<file path="src/rtl/mc_control_unit.sv">
// Multi-cycle RISC-V control unit: IF/ID/EX/MEM/WB FSM with MEM_LAT-cycle memory phases.
// Optional feature: define CU_RETIRE_COUNT_EN to add the 32-bit `retired` pc_write counter.
module mc_control_unit #(
  parameter int MEM_LAT = 1
) (
  input  logic       clk,
  input  logic       reset,
  input  logic [6:0] part_of_inst,
  input  logic       bcond,
  output logic       mem_read,
  output logic       mem_write,
  output logic       i_or_d,
  output logic       ir_write,
  output logic       alu_src_b,
  output logic [1:0] alu_op,
  output logic       reg_write,
  output logic       mem_to_reg,
  output logic       pc_to_reg,
  output logic       pc_write,
  output logic       is_ecall,
  output logic [1:0] pc_source,
  output logic [2:0] state
`ifdef CU_RETIRE_COUNT_EN
  ,
  output logic [31:0] retired
`endif
);

  localparam logic [6:0] OP_ARITH     = 7'b0110011;
  localparam logic [6:0] OP_ARITH_IMM = 7'b0010011;
  localparam logic [6:0] OP_LOAD      = 7'b0000011;
  localparam logic [6:0] OP_STORE     = 7'b0100011;
  localparam logic [6:0] OP_BRANCH    = 7'b1100011;
  localparam logic [6:0] OP_JAL       = 7'b1101111;
  localparam logic [6:0] OP_JALR      = 7'b1100111;
  localparam logic [6:0] OP_ECALL     = 7'b1110011;

  localparam logic [3:0] LAST_WAIT = 4'(MEM_LAT - 1);

  typedef enum logic [2:0] {
    S_IF  = 3'd0,
    S_ID  = 3'd1,
    S_EX  = 3'd2,
    S_MEM = 3'd3,
    S_WB  = 3'd4
  } state_t;

  state_t     state_q, state_d;
  logic [3:0] wait_q, wait_d;
  logic       wait_last;

  logic is_arith, is_arith_imm, is_load, is_store;
  logic is_branch, is_jal, is_jalr, is_ecall_op, is_known;

  assign is_arith     = (part_of_inst == OP_ARITH);
  assign is_arith_imm = (part_of_inst == OP_ARITH_IMM);
  assign is_load      = (part_of_inst == OP_LOAD);
  assign is_store     = (part_of_inst == OP_STORE);
  assign is_branch    = (part_of_inst == OP_BRANCH);
  assign is_jal       = (part_of_inst == OP_JAL);
  assign is_jalr      = (part_of_inst == OP_JALR);
  assign is_ecall_op  = (part_of_inst == OP_ECALL);
  assign is_known     = is_arith | is_arith_imm | is_load | is_store |
                        is_branch | is_jal | is_jalr;

  assign wait_last = (wait_q == LAST_WAIT);
  assign state     = state_q;

  always_ff @(posedge clk or posedge reset) begin
    if (reset) begin
      state_q <= S_IF;
      wait_q  <= 4'd0;
    end else begin
      state_q <= state_d;
      wait_q  <= wait_d;
    end
  end

  always_comb begin
    state_d    = state_q;
    mem_read   = 1'b0;
    mem_write  = 1'b0;
    i_or_d     = 1'b0;
    ir_write   = 1'b0;
    alu_src_b  = 1'b0;
    alu_op     = 2'b00;
    reg_write  = 1'b0;
    mem_to_reg = 1'b0;
    pc_to_reg  = 1'b0;
    pc_write   = 1'b0;
    is_ecall   = 1'b0;
    pc_source  = 2'd0;

    case (state_q)
      S_IF: begin
        mem_read = 1'b1;
        ir_write = wait_last;
        if (wait_last) state_d = S_ID;
      end

      S_ID: begin
        // ECALL and unknown opcodes retire here with a sequential PC update.
        if (is_ecall_op) begin
          is_ecall = 1'b1;
          pc_write = 1'b1;
          state_d  = S_IF;
        end else if (!is_known) begin
          pc_write = 1'b1;
          state_d  = S_IF;
        end else begin
          state_d = S_EX;
        end
      end

      S_EX: begin
        if (is_arith) begin
          alu_op = 2'b10;
        end else if (is_arith_imm) begin
          alu_src_b = 1'b1;
          alu_op    = 2'b10;
        end else if (is_load || is_store || is_jalr) begin
          alu_src_b = 1'b1;
        end else if (is_branch) begin
          alu_op = 2'b01;
        end

        if (is_branch) begin
          pc_write  = 1'b1;
          pc_source = bcond ? 2'd1 : 2'd0;
          state_d   = S_IF;
        end else if (is_load || is_store) begin
          state_d = S_MEM;
        end else begin
          state_d = S_WB;
        end
      end

      S_MEM: begin
        i_or_d    = 1'b1;
        mem_read  = is_load;
        mem_write = is_store;
        if (wait_last) begin
          if (is_store) begin
            pc_write = 1'b1;
            state_d  = S_IF;
          end else begin
            state_d = S_WB;
          end
        end
      end

      S_WB: begin
        reg_write  = 1'b1;
        mem_to_reg = is_load;
        pc_to_reg  = is_jal | is_jalr;
        pc_write   = 1'b1;
        pc_source  = is_jal ? 2'd1 : (is_jalr ? 2'd2 : 2'd0);
        state_d    = S_IF;
      end

      default: state_d = S_IF;
    endcase

    wait_d = (state_d != state_q) ? 4'd0 : wait_q + 4'd1;
  end

`ifdef CU_RETIRE_COUNT_EN
  logic [31:0] retired_q;

  always_ff @(posedge clk or posedge reset) begin
    if (reset) retired_q <= 32'd0;
    else if (pc_write) retired_q <= retired_q + 32'd1;
  end

  assign retired = retired_q;
`endif

endmodule

</file>
<file path="config.mk">
export PLATFORM = sky130hd
export DESIGN_NAME = mc_control_unit
export DESIGN_NICKNAME = d
export VERILOG_FILES = /design/src/rtl/mc_control_unit.sv
export SDC_FILE = /design/constraint.sdc
export NUM_CORES = 1
export LEC_CHECK = 0
export CORE_MARGIN = 2
export CORE_UTILIZATION = 40
export CTS_BUF_LIST = sky130_fd_sc_hd__clkbuf_8
export CTS_CLUSTER_DIAMETER = 80
export DETAILED_ROUTE_END_ITERATION = 8
export PLACE_DENSITY = 0.74
export SETUP_SLACK_MARGIN = 0.1
export SYNTH_ARGS = -nofsm -noshare
export SYNTH_HDL_FRONTEND = slang
export SYNTH_SLANG_ARGS = --single-unit
</file>
<file path="constraint.sdc">
create_clock -name clk -period 1.9 [get_ports clk]
set_clock_uncertainty 0.1 [all_clocks]
set_input_delay 0.285 -clock clk [delete_from_list [all_inputs] [get_ports clk]]
set_output_delay 0.285 -clock clk [all_outputs]
set_load 0.03 [all_outputs]
</file>
Word level (Yosys, flattened, before mapping). Index checks and enable logic that the tools add are counted.

Bits in registers: 7. Input bits: 10.

Equality and inequality tests: 13. $add $sub $neg: 1. Bitwise logic cells: 7. Multiplexer cells: 38. Reductions and logical operators: 4.

Operator list (count): $eq A7 B7 Y1 const B (4); $mux W1 (21); $mux W3 (5); $eq A7 B6 Y1 const B (2); $mux W2 (7); $pmux W3 S4 (1); $eq A7 B2 Y1 const B (1); $eq A7 B5 Y1 const B (1); $or A1 B1 Y1 (7); $eq A3 B2 Y1 const B (2); $add A4 B1 Y4 const B (1); $logic_not A4 Y1 (1); $mux W4 (1); $pmux W1 S4 (1); $pmux W2 S2 (1); $eq A3 B1 Y1 const B (1); $eq A3 B3 Y1 const B (1); $logic_not A3 Y1 (1); $ne A3 B3 Y1 (1); $logic_or A1 B1 Y1 (2); $pmux W1 S2 (1).

Longest topological paths before layout.
Depth after elaboration: 12. Mapped depth: 6. Mapped depth without buffers: 6.

Least setup slack after synthesis. OpenSTA, ideal clock, no wires.

Kind: register to output. Start: register state_q[1] (netlist: state[1]). End: output port pc_write. Arrival: 2285 ps. Setup slack: -770 ps. Data required time: 1515 ps. Stages on the path, launching flop included: 5. Path buffers: 1. Cells stage by stage: dfrtp_1 -> buf_4 -> nand3b_1 -> nor4_1 -> a2111o_1.

Cells in the longest elaborated chain, start to end: 2. Elaborated cells on any way between the ends: 5.

RTL lines: start, declared (RTL line 48) `state_t state_q, state_d;`; start signal, assigned (RTL line 74) `state_q <= state_d;`; $eq A3 B3 Y1 (tied with other cells) (RTL line 94) `case (state_q)`; $pmux W1 S4 * (RTL line 94); end, declared (RTL line 19) `output logic pc_write,`.

Every way passes the cells marked *; elsewhere a longest branch is shown, timed or not.

Worst setup path in the final report.
Start: register state_q[0] (netlist: state[0]). End: output port pc_write.

Same word-level chain as after synthesis.

==> impl_summary.log <==
INFO  metric seqPwrFrac = 20.3%
INFO  metric areaGrowthSynthToFinish = 94.3%
INFO  metric unrepaired_setup_endpoints_after_global_routing = true
INFO  metric layout_worst_path_cycle_share = 100%
INFO  metric clock_tree.htree_level_count = 1
INFO  metric synthesis.instances = 74
INFO  metric max_cap_viol_count = 0
INFO  metric mappedNetlistArea = 632 sq um
INFO  metric num_antenna_cells = 0
INFO  metric setup_violations = 1
INFO  metric hp-class = input pin to async pin
INFO  metric ys_seq_area_share = 27.7%
INFO  metric power.static_leakage = 0.619 nW
INFO  metric ys_ff_latch = 7
INFO  metric critPathCaptureType = output port
INFO  metric core_region_area = 1490 sq um
INFO  metric post_dr_vias_cell = 5.41
INFO  metric tightestPinTransition = 317 ps
INFO  metric synth_cell_types = 38
INFO  metric cts_num_sinks = 7
INFO  metric power.net_switching = 0.420 mW
INFO  metric cts_tree = built
INFO  metric setup-tns-final = -5.52 ps
INFO  metric worst_path_largest_cell_delay = 450 ps
INFO  metric floorplan.io_pins = 27
INFO  metric crit_path_start_kind = register
INFO  metric timing.critical_path.max_delay_family = flip-flops
INFO  metric drt_drc_violations_left = 0
INFO  metric initial_core_util = 42.4%
INFO  metric power_frac_comb = 58.9%
INFO  metric drtIter0Drc = 14
INFO  metric wire_length_of_the_first_global_routing_pass = 3350 microns
INFO  metric routabilityCongestion = 0.800
INFO  metric drt.antenna.violating_nets = 0
INFO  metric setup.reg_to_reg.worst_slack = 70 ps
INFO  metric largest_net_degree_at_the_start_of_global_routing = 12
INFO  metric status = complete, but fails checks
INFO  metric placed_cells_incl_taps = 127
INFO  metric critical_path.cell_chain = nand3b_1, nor4_4, a2111o_1, buf_6
INFO  metric pre_repair_dr_iteration_count = 4
INFO  metric clock_insertion_delay_worst_skew = 230 ps
INFO  metric violated_checks = negative setup slack
INFO  metric hpwlAfterDp = 1380 microns
INFO  metric dr_total_vias = 790
INFO  metric root_buffer = sky130_fd_sc_hd__clkbuf_8
INFO  metric syn_nets = 86
INFO  metric synthesis.area_per_instance = 8.54 sq um
INFO  metric fp.dieArea = 1910 sq um
INFO  metric pwr-share-clk = 20.8%
INFO  metric synthDominantAreaCellType = sky130_fd_sc_hd__dfrtp_1
INFO  metric synth.area.top_cells = sky130_fd_sc_hd__dfrtp_1 (28%), sky130_fd_sc_hd__nor2_1 (5.9%), sky130_fd_sc_hd__nand4bb_4 (4.4%)
INFO  metric grt_antenna_before_repair = 0
INFO  metric cts.path.max_buffers = 2
INFO  metric worst_setup_hold_path_clk_slew = 40 ps
INFO  metric timing.critical_path.buf_inv = 1
INFO  metric maxSlewViolCount = 0
INFO  metric synthDominantCellAreaShare = 27.7%
INFO  metric timing_hold_violations_final = 0
INFO  metric timing_worst_setup_path_type = register to output port
INFO  metric intPower = 0.592 mW
INFO  metric data_required_time_of_the_worst_path = 1510 ps
INFO  metric cts_inserted_buffers = 3
INFO  metric achievable-frequency = 525 MHz
INFO  metric fp.dieW = 43.7 microns
INFO  metric drive_gt1_share = 63.1%
INFO  metric critical_path_arrival = 1520 ps
INFO  metric numPortBuffers = 26
INFO  metric final_core_utilization = 82.4%
INFO  metric irDropWorstVdd = 0.543 mV
INFO  metric slew_headroom = 78.8%
INFO  metric critical_path.max_fanout = 6
INFO  metric rows = 14
INFO  metric fp.dieH = 43.7 microns
INFO  metric hold_buffers = 0
INFO  metric fin_cells = 146
INFO  metric globalRouteOverflowTotal = 0
INFO  metric timing.final.crit_period = 1910 ps
INFO  metric track_usage = 24.3%
INFO  metric yosysWarningCount = 0
INFO  metric dpl_worst_slack = -251 ps
INFO  metric postRouteWirelength = 2230 microns
INFO  metric layout_setup_ws = -5.52 ps
INFO  metric final_net_count = 143
INFO  metric cpMaxStageDelayCell = sky130_fd_sc_hd__dfrtp_2
INFO  metric totalPowerFinal = 1.01 mW
INFO  metric grt_pass1_vias = 772
INFO  metric wl_per_cell = 15.3 microns
INFO  metric power_switching_share = 41.5%
INFO  metric p_per_area = 824 nW/um^2
## path summary, 6_finish.rpt
kind | startpoint | endpoint | depth (start not counted)
worst max-delay path | state[0] | pc_write | 4
worst min-delay path | reset | wait_q[3] | 2
worst max register to register | state[2] | state[2] | 7
worst min register to register | wait_q[0] | wait_q[0] | 2
max in group asynchronous | reset | state[0] | 2
min in group clk | wait_q[0] | wait_q[0] | 2
## power groups by stage
stage	clock network (mW)	logic (mW)	registers, mW
6_report	0.211	0.596	0.205
4_1_cts	0.213	0.518	0.209
5_1_grt	0.225	0.635	0.206
2_1_floorplan	0	0.298	0.220
3_5_place_dp	0	0.453	0.217
3_3_place_gp	0	0.449	0.214
## area by class of cell
type | instances | area (sq um)
flip-flops and latches | 7 | 179
fillers | 92 | 262
clock buffers | 3 | 41.3
inverters | 8 | 30.0
repair buffers | 54 | 449
well taps | 16 | 20.0
clock inverters | 1 | 3.75
multi-input cells | 57 | 504
## what timing repair did
action | in CTS | in global routing
resized for setup | 37 | 12
buffers inserted | 11 | 4
pin swaps | 13 | 6
gates cloned | 0 | 0
setup endpoints to repair | 12 | 12
## metrics by stage
step | cell area, sq um | hold slack, ps
after floorplan | 687 | -11.7
after global placement | 1010 | 373
after detailed placement | 1010 | 380
after CTS | 1170 | 195
after global routing | 1230 | 221
final | 1230 | 187
## sequential cells by signal, summed over array words and instances (netlist names)
name	count
wait_q	4
state	3
## cell usage after synthesis
cell type / number
sky130_fd_sc_hd__nand3b_1: 1
sky130_fd_sc_hd__nor3b_4: 1
sky130_fd_sc_hd__o22ai_1: 1
sky130_fd_sc_hd__nand4bb_4: 1
sky130_fd_sc_hd__nand3_1: 1
sky130_fd_sc_hd__or3_1: 2
sky130_fd_sc_hd__nand2b_4: 1
sky130_fd_sc_hd__or2_4: 1
sky130_fd_sc_hd__nor2_4: 1
sky130_fd_sc_hd__xnor2_1: 1
sky130_fd_sc_hd__o21ai_0: 1
sky130_fd_sc_hd__nor4_1: 1
sky130_fd_sc_hd__a31oi_1: 1
sky130_fd_sc_hd__inv_2: 1
sky130_fd_sc_hd__dfrtp_1: 7
sky130_fd_sc_hd__o21a_1: 1
sky130_fd_sc_hd__a22oi_1: 1
sky130_fd_sc_hd__a22o_1: 1
sky130_fd_sc_hd__nand2_2: 1
sky130_fd_sc_hd__a2111o_1: 1
sky130_fd_sc_hd__nand2_1: 7
sky130_fd_sc_hd__nor2_1: 10
sky130_fd_sc_hd__ha_1: 2
sky130_fd_sc_hd__and2_1: 1
sky130_fd_sc_hd__nor3_2: 1
sky130_fd_sc_hd__and3_1: 1
sky130_fd_sc_hd__nor3_4: 1
sky130_fd_sc_hd__buf_4: 2
sky130_fd_sc_hd__maj3_2: 1
sky130_fd_sc_hd__a211oi_1: 1
sky130_fd_sc_hd__o31ai_1: 1
sky130_fd_sc_hd__nor3_1: 5
sky130_fd_sc_hd__nand4_1: 1
sky130_fd_sc_hd__inv_1: 7
sky130_fd_sc_hd__or3_4: 1
sky130_fd_sc_hd__a21oi_1: 2
sky130_fd_sc_hd__xor2_1: 2
sky130_fd_sc_hd__a211o_1: 1
## cell usage in the layout, fill, tap and decap left out, drive strengths merged, types with 2 or more instances in the layout
| cell type | instances |
|---|---|
| nor3 | 7 |
| buf | 45 |
| clkbuf | 6 |
| clkdlybuf4s50 | 3 |
| ha | 2 |
| dlymetal6s2s | 2 |
| nor2 | 11 |
| or3 | 3 |
| a21oi | 2 |
| inv | 9 |
| xor2 | 2 |
| nand2 | 8 |
| dfrtp | 7 |
## per-layer routing
layer | GRT usage (%) | wire [microns] | vias to the layer above
met5 | 0 | 0 | -
met4 | 12.7 | 54 | 0
met3 | 9.17 | 157 | 6
met2 | 35.6 | 1180 | 40
met1 | 30.8 | 840 | 374
li1 | - | - | 370
## worst reg2reg max path, stage by stage, from the launching register on
cell and delay [ps]:
sky130_fd_sc_hd__dfrtp_2 440, sky130_fd_sc_hd__nand3b_1 260, sky130_fd_sc_hd__buf_4 200, sky130_fd_sc_hd__buf_4 130
sky130_fd_sc_hd__inv_2 60, sky130_fd_sc_hd__nand2_2 60, sky130_fd_sc_hd__maj3_2 310, sky130_fd_sc_hd__a22oi_1 170
## kinds of logic (layout without fill, tap and decap cells)
kind of cell	Yosys count	after routing	share of synthesized area, %
flops	7	7	27.7
fa+ha+maj	3	3	5.74
buf+inv	10	66	7.13
simple gates	39	39	41.6
compound gates	12	12	13.7
xor+xnor	3	3	4.16
Power figures use the tool's default switching activity.
